[src/rtl/rf_pkg.sv]
// Shared defaults for the bypassing register file and its scoreboard.
// rf_clog2 derives a select width from a register count at instantiation.
package rf_pkg;
  localparam int RF_DATA_WIDTH = 16;
  localparam int RF_NUM_REGS   = 8;
  localparam int RF_ADDR_WIDTH = 3;

  function automatic int rf_clog2(input int n);
    int w;
    w = 0;
    while ((1 << w) < n) w++;
    return (w < 1) ? 1 : w;
  endfunction
endpackage

[src/rtl/rf_scoreboard.sv]
// Per-register busy scoreboard: reserve sets, writeback clears, reserve wins a tie.
// busy_vec updates one edge after the request; err_det is a same-cycle flag; never stalls.
module rf_scoreboard #(
  parameter int NUM_REGS   = 8,
  parameter int ADDR_WIDTH = 3,
  parameter int ZERO_REG   = 0
) (
  input  logic                  clk,
  input  logic                  rst,
  input  logic                  rsv_en,
  input  logic [ADDR_WIDTH-1:0] rsv_sel,
  input  logic                  wr_en,
  input  logic [ADDR_WIDTH-1:0] wr_sel,
  output logic [NUM_REGS-1:0]   busy_vec,
  output logic                  err_det
);
  logic [NUM_REGS-1:0] rsv_hit;
  logic [NUM_REGS-1:0] rsv_set;
  logic [NUM_REGS-1:0] wr_clr;
  logic [NUM_REGS-1:0] busy_nxt;

  always_comb begin
    rsv_hit  = '0;
    rsv_set  = '0;
    wr_clr   = '0;
    for (int r = 0; r < NUM_REGS; r++) begin
      rsv_hit[r] = rsv_en && (rsv_sel == ADDR_WIDTH'(r));
      rsv_set[r] = rsv_hit[r] && !(ZERO_REG != 0 && r == 0);
      wr_clr[r]  = wr_en && (wr_sel == ADDR_WIDTH'(r));
    end
    busy_nxt = rsv_set | (busy_vec & ~wr_clr);
    if (ZERO_REG != 0) busy_nxt[0] = 1'b0;
    // A same-cycle writeback retires the old producer, so re-reserving it is not a WAW.
    err_det  = (rsv_en && !(|rsv_hit)) || (|(rsv_set & busy_vec & ~wr_clr));
  end

  always_ff @(posedge clk or posedge rst) begin
    if (rst) busy_vec <= '0;
    else     busy_vec <= busy_nxt;
  end
endmodule

[src/rtl/rf_bypass_sb.sv]
// Multi-port register file with same-cycle write bypass, optional zero register and busy scoreboard.
// Reads are combinational; writes, busy and err update on the next edge; never stalls.
module rf_bypass_sb
  import rf_pkg::*;
#(
  parameter int DATA_WIDTH = RF_DATA_WIDTH,
  parameter int NUM_REGS   = RF_NUM_REGS,
  parameter int ADDR_WIDTH = RF_ADDR_WIDTH,
  parameter int NUM_READ   = 2,
  parameter int ZERO_REG   = 0
) (
  input  logic                           clk,
  input  logic                           rst,
  input  logic [NUM_READ*ADDR_WIDTH-1:0] rd_sel,
  output logic [NUM_READ*DATA_WIDTH-1:0] rd_data,
  output logic [NUM_READ-1:0]            rd_busy,
  input  logic                           wr_en,
  input  logic [ADDR_WIDTH-1:0]          wr_sel,
  input  logic [DATA_WIDTH-1:0]          wr_data,
  input  logic                           rsv_en,
  input  logic [ADDR_WIDTH-1:0]          rsv_sel,
  output logic [NUM_REGS-1:0]            busy_vec,
  output logic                           err
);
  logic [DATA_WIDTH-1:0] mem [NUM_REGS];
  logic [NUM_REGS-1:0]   wr_hit;
  logic [NUM_REGS-1:0]   wr_store;
  logic                  wr_oor;
  logic                  sb_err;

  always_comb begin
    wr_hit   = '0;
    wr_store = '0;
    for (int r = 0; r < NUM_REGS; r++) begin
      wr_hit[r]   = wr_en && (wr_sel == ADDR_WIDTH'(r));
      wr_store[r] = wr_hit[r] && !(ZERO_REG != 0 && r == 0);
    end
    wr_oor = wr_en && !(|wr_hit);
  end

  // With the zero register enabled, mem[0] is never stored to and stays at its reset value.
  always_ff @(posedge clk or posedge rst) begin
    if (rst) begin
      for (int r = 0; r < NUM_REGS; r++) mem[r] <= '0;
    end else begin
      for (int r = 0; r < NUM_REGS; r++) begin
        if (wr_store[r]) mem[r] <= wr_data;
      end
    end
  end

  rf_scoreboard #(
    .NUM_REGS  (NUM_REGS),
    .ADDR_WIDTH(ADDR_WIDTH),
    .ZERO_REG  (ZERO_REG)
  ) u_sb (
    .clk     (clk),
    .rst     (rst),
    .rsv_en  (rsv_en),
    .rsv_sel (rsv_sel),
    .wr_en   (wr_en),
    .wr_sel  (wr_sel),
    .busy_vec(busy_vec),
    .err_det (sb_err)
  );

  always_ff @(posedge clk or posedge rst) begin
    if (rst)                  err <= 1'b0;
    else if (wr_oor || sb_err) err <= 1'b1;
  end

  // Out-of-range selects match no register and fall through to zero / not busy.
  always_comb begin
    rd_data = '0;
    rd_busy = '0;
    if (!rst) begin
      for (int i = 0; i < NUM_READ; i++) begin
        for (int r = 0; r < NUM_REGS; r++) begin
          if (rd_sel[i*ADDR_WIDTH +: ADDR_WIDTH] == ADDR_WIDTH'(r)) begin
            rd_data[i*DATA_WIDTH +: DATA_WIDTH] = wr_store[r] ? wr_data : mem[r];
            rd_busy[i] = busy_vec[r] && !wr_hit[r];
          end
        end
      end
    end
  end
endmodule

[config.mk]
export PLATFORM = sky130hd
export DESIGN_NAME = rf_bypass_sb
export DESIGN_NICKNAME = d
export VERILOG_FILES = /design/src/rtl/rf_pkg.sv /design/src/rtl/rf_scoreboard.sv /design/src/rtl/rf_bypass_sb.sv
export SDC_FILE = /design/constraint.sdc
export NUM_CORES = 1
export LEC_CHECK = 0
export ABC_CLOCK_PERIOD_IN_PS = 4000
export BUFFER_PORTS_ARGS = -buffer_cell sky130_fd_sc_hd__buf_4
export CAP_MARGIN = 20
export CELL_PAD_IN_SITES_DETAIL_PLACEMENT = 2
export CELL_PAD_IN_SITES_GLOBAL_PLACEMENT = 2
export CORE_ASPECT_RATIO = 1.25
export CORE_MARGIN = 2
export CORE_UTILIZATION = 30
export CTS_BUF_LIST = sky130_fd_sc_hd__clkbuf_8
export DETAILED_ROUTE_END_ITERATION = 6
export GPL_TIMING_DRIVEN = 0
export PLACE_DENSITY_LB_ADDON = 0.05
export SLEW_MARGIN = 30
export SYNTH_ARGS = -nofsm -noshare
export SYNTH_HDL_FRONTEND = slang
export SYNTH_SLANG_ARGS = --single-unit
export TNS_END_PERCENT = 100
[constraint.sdc]
create_clock -name clk -period 4 [get_ports clk]
set_clock_uncertainty 0.2 [all_clocks]
set_input_delay 0.2 -clock clk [delete_from_list [all_inputs] [get_ports clk]]
set_output_delay 0.2 -clock clk [all_outputs]
set_load 0.02 [all_outputs]
## Word level (Yosys, flattened, before mapping)

Cells that the tools add are included.

| storage, ports and cells | value |
|---|---|
| register bits after elaboration | 137 |
| input bits | 32 |
| word-level logic and storage cells | 130 |

| cells by class | value |
|---|---|
| equality and inequality tests | 28 |
| multiplexer cells | 42 |
| bitwise logic cells | 5 |
| reduce and logical (&&, ||, !) cells | 45 |

Operators by type and width:

| operator | count |
|---|---|
| $mux 16 | 24 |
| $eq 3x3->1 const B | 16 |
| $mux 32 | 1 |
| $logic_and 1x1->1 | 26 |
| $and 8x8->8 | 3 |
| $eq 3x2->1 const B | 8 |
| $reduce_or 8->1 | 3 |
| $mux 1 | 16 |
| $eq 3x1->1 const B | 4 |
| $logic_not 3->1 | 4 |
| $logic_not 1->1 | 10 |
| $not 8->8 | 1 |
| $or 8x8->8 | 1 |
| $logic_or 1x1->1 | 2 |
| $mux 2 | 1 |

## Logic depth before layout (Yosys ltp)

| logic depth | value |
|---|---|
| word-level depth | 13 |
| depth in mapped cells | 8 |

## By module

From an unflattened synthesis, not the netlist that was laid out.

| unflattened totals | value |
|---|---|
| cells, all modules | 776 |
| area total of the unflattened synthesis | 7,795.0 µm² |

By module, submodules not included:

| module | times used | cells an instance | area each (µm²) |
|---|---|---|---|
| rf_bypass_sb | 1 | 731 | 7,335.8 |
| rf_scoreboard | 1 | 45 | 459.2 |

## Worst setup path after synthesis

OpenSTA, ideal clock, no wires.

| timing | value |
|---|---|
| path type | input port to output port |
| from | in rst |
| to | out rd_data[15] |
| arrival | 3.911 ns |
| setup slack | -0.311 ns |
| cell stages on the path | 3 |
| buffers on the path | 0 |
| cells stage by stage | inv_1 -> o211ai_1 -> o22ai_1 |

| between the ends | value |
|---|---|
| cells in the longest elaborated chain, start to end | 1 |

RTL lines:

| element | RTL line | text |
|---|---|---|
| from (decl) | rf_bypass_sb.sv:13 | `input logic rst,` |
| $mux 32 | rf_bypass_sb.sv:76 | `if (!rst) begin` |
| to (decl) | rf_bypass_sb.sv:15 | `output logic [NUM_READ*DATA_WIDTH-1:0] rd_data,` |

Every way passes these cells.

## Final worst setup path

| timing | value |
|---|---|
| from | in rd_sel[4] |
| to | out rd_data[19] |

| between the ends | value |
|---|---|
| cells in the longest elaborated chain, start to end | 10 |

RTL lines:

| element | RTL line | text |
|---|---|---|
| from (decl) | rf_bypass_sb.sv:14 | `input logic [NUM_READ*ADDR_WIDTH-1:0] rd_sel,` |
| $logic_not 3->1 | rf_bypass_sb.sv:79 | `if (rd_sel[i*ADDR_WIDTH +: ADDR_WIDTH] == ADDR_WIDTH'(r)) begin` |
| $mux 16 (7 in a row) | rf_bypass_sb.sv:79 |  |
| $mux 16 * | rf_bypass_sb.sv:79 |  |
| $mux 32 * | rf_bypass_sb.sv:76 |  |

Every way passes the cells marked *; elsewhere a longest branch is shown, timed or not.

==> impl_metrics.toml <==
[power_and_ir_drop]
ir_drop_v = 0.000217
leakagePower_nw = 3.92
p_per_area_nw_per_um2 = 457
power_mw = 4.15

[global_routing]
grt_max_degree = 30
grt_pass1_vias = 7031
gr-usage-all-layers_pct = 25.4
grt-ovfl-total = 0
grt_pass1_wl_microns = 46600
antenna_found_initial = 0

[final_layout]
synthToLayoutAreaGrowth_pct = 23.0
drive_above_1_share_pct = 29.8
final_util_pct = 37.3
antenna-diode-count = 0
finalNetCount = 808

[placed_design]
portBuffers = 66
dpl.hpwl_microns = 21200
gp_congestion = 0.823
place_ws_ps = 650

[synth]
yosysMostFrequentCell = "dfrtp_1"
ys_types = 46
yosys_warnings = 0
synth-edff-count = 0
synth_flop_cell = "dfrtp_1"
syn-num-nets = 692
synth_top_area_share_pct = 46.5
yosysTopAreaCell = "dfrtp_1"
synth-seq-cells = 137
avgSynthCellArea_sq_um = 11.2
synth-async-reset-ratio_pct = 100
ys_top_cells_by_count = "dfrtp_1, mux2_2, o21ai_0"
synth_cells = 660
synth_area_sq_um = 7380
synth_area_leaders = "dfrtp_1, mux2_2, mux2i_1"
yosysSeqAreaShare_pct = 46.5

[die]
die_x_microns = 144
initial_core_util_pct = 30.3
io_pins = 75
die-area_sq_um = 25900
core_sq_um = 24300
die_h_microns = 179
num_rows = 64

[sta]
slew_viol_final = 0
clock.fmax_mhz = 290
fin_hold_ws_ps = 54.1
worstMarginPinSlew_ps = 1090
timing.final.crit_share_pct = 86.1
slew_headroom_pct = 27.1
rsz0062_at_grt = "no"
final-setup-viol-count = 0
finalWorstSetupSlack_ps = 554
finalHoldViolCount = 0
period_minus_slack_ps = 3450

[critical_path]
critPathTopFamily = "buffers and inverters"
path_buf_inv = 5
crit_path_end_kind = "output pin"
path_cells = "buf_4 -> clkbuf_1 -> clkbuf_1 -> and2_1 -> clkbuf_1 -> a221oi_1 -> buf_4"
critPathSlowestCell = "clkbuf_1"
required_ps = 3600
cpMostUsedCell = "clkbuf_1"
critPathMaxFanout = 10
arrival_ps = 3050
cp-start-kind = "primary input"
worstSetupPathType = "in -> out"
cpPeakStageDelay_ps = 730
r2r_cells = 3
reg2reg_from = "u_sb.busy_vec[1]"
r2r-end = "u_sb.busy_vec[1]"
reg2reg_slack_ps = 2470

[detailed_routing]
wire_per_inst_microns = 28.3
ant_nets = 0
drc = 0
drt_iter0_drc = 291
via_per_inst = 5.63
vias = 6302
routed_wirelength_microns = 31700
drtPass1Iterations = 4

[cts]
cts_resized = 0
cts_sinks = 137
clk-insertion-delay-late_ps = 480
post-cts-setup-buffers = 0
h-tree-depth = 4
cts_tree = "built"
clk_pin_slew_ps = 90
postCtsHoldBufs = 24
cts_made_buffers = 17
clock-root-buffer = "clkbuf_8"
clockBufferDepth = 2

[run_status]
status = "finished, final reports clean"

[run]
cap_violations = 0

[hold_path]
min_path_type = "in -> async"
-- worst min-delay path, delay by kind of cell --
kind | cells | cell delay (ps)
buffers and inverters | 3 | 920
-- layer usage --
| metal | routed length, microns | vias to the layer above | GRT usage [%] |
|---|---|---|---|
| met3 | 1190 | 60 | 3.69 |
| met2 | 16500 | 183 | 46.1 |
| met5 | 0 | - | 0 |
| li1 | - | 2737 | - |
| met4 | 870 | 0 | 8.25 |
| met1 | 13100 | 3322 | 30.8 |
-- per-stage QoR --
| stage | TNS [ps] | area [sq um] | instances |
|---|---|---|---|
| 2_1_floorplan | 0 | 7380 | 660 |
| 3_3_place_gp | -3320 | 8290 | 1056 |
| 3_5_place_dp | 0 | 8450 | 1063 |
| 4_1_cts | 0 | 9080 | 1119 |
| 5_1_grt | 0 | 9080 | 1119 |
| 6_report | 0 | 9080 | 1119 |
-- sequential cells by signal, summed over array words and instances (netlist names) --
register and cells:
err 1, mem 128, u_sb.busy_vec 8
-- placed cells by master, fill, tap and decap left out, types with 6 or more instances in the layout --
master,count
a221o_1,20
a221oi_1,17
mux2_2,86
mux2_4,8
dfrtp_1,137
clkbuf_1,35
o22a_1,20
clkbuf_8,17
mux2i_1,35
o221ai_1,25
nor2b_1,6
dlygate4sd3_1,24
o21ai_0,58
o22ai_1,12
nor3_1,6
o211ai_1,10
buf_1,7
nand2b_1,11
buf_2,7
clkinvlp_4,6
inv_1,38
a22oi_1,20
buf_4,72
nand2_1,37
-- cells by family (layout without fill, tap and decap cells) --
family                 count (synthesis)  in the layout  share of synthesized area [%]
muxes                                133            133                           20.7
DFF                                  137            137                           46.5
and+or+nand+nor                       89             89                           6.41
AOI/OAI and AO/OA                    206            206                           21.0
buffers and inverters                 95            224                           5.41
-- worst max-delay path by stage --
stage                          from     endpoint  slack (ps)  depth (start not counted)
final                     rd_sel[4]  rd_data[19]         550                          7
after global routing      rd_sel[4]  rd_data[19]         530                          7
after CTS                 rd_sel[3]  rd_data[27]         620                          6
after detailed placement  rd_sel[3]  rd_data[27]         650                          6
after global placement          rst   rd_data[1]        -620                          5
after floorplan                 rst  rd_data[14]         770                          3
-- cell type report --
class                   instances  area (sq um)
inverters                      38           146
flip-flops and latches        137          3430
multi-input cells             428          3560
fillers                      2653         15300
plain buffers                  57           258
clock buffers                  17           234
repair buffers                 97           878
well taps                     330           413
clock inverters                15           155
-- power by group --
| group | switching (mW) | leakage, nW | internal, mW |
|---|---|---|---|
| logic | 0.710 | 2.10 | 0.506 |
| registers | 0.0841 | 1.64 | 1.68 |
| clock network | 0.618 | 0.185 | 0.552 |
(Power assumes the default switching activity.)
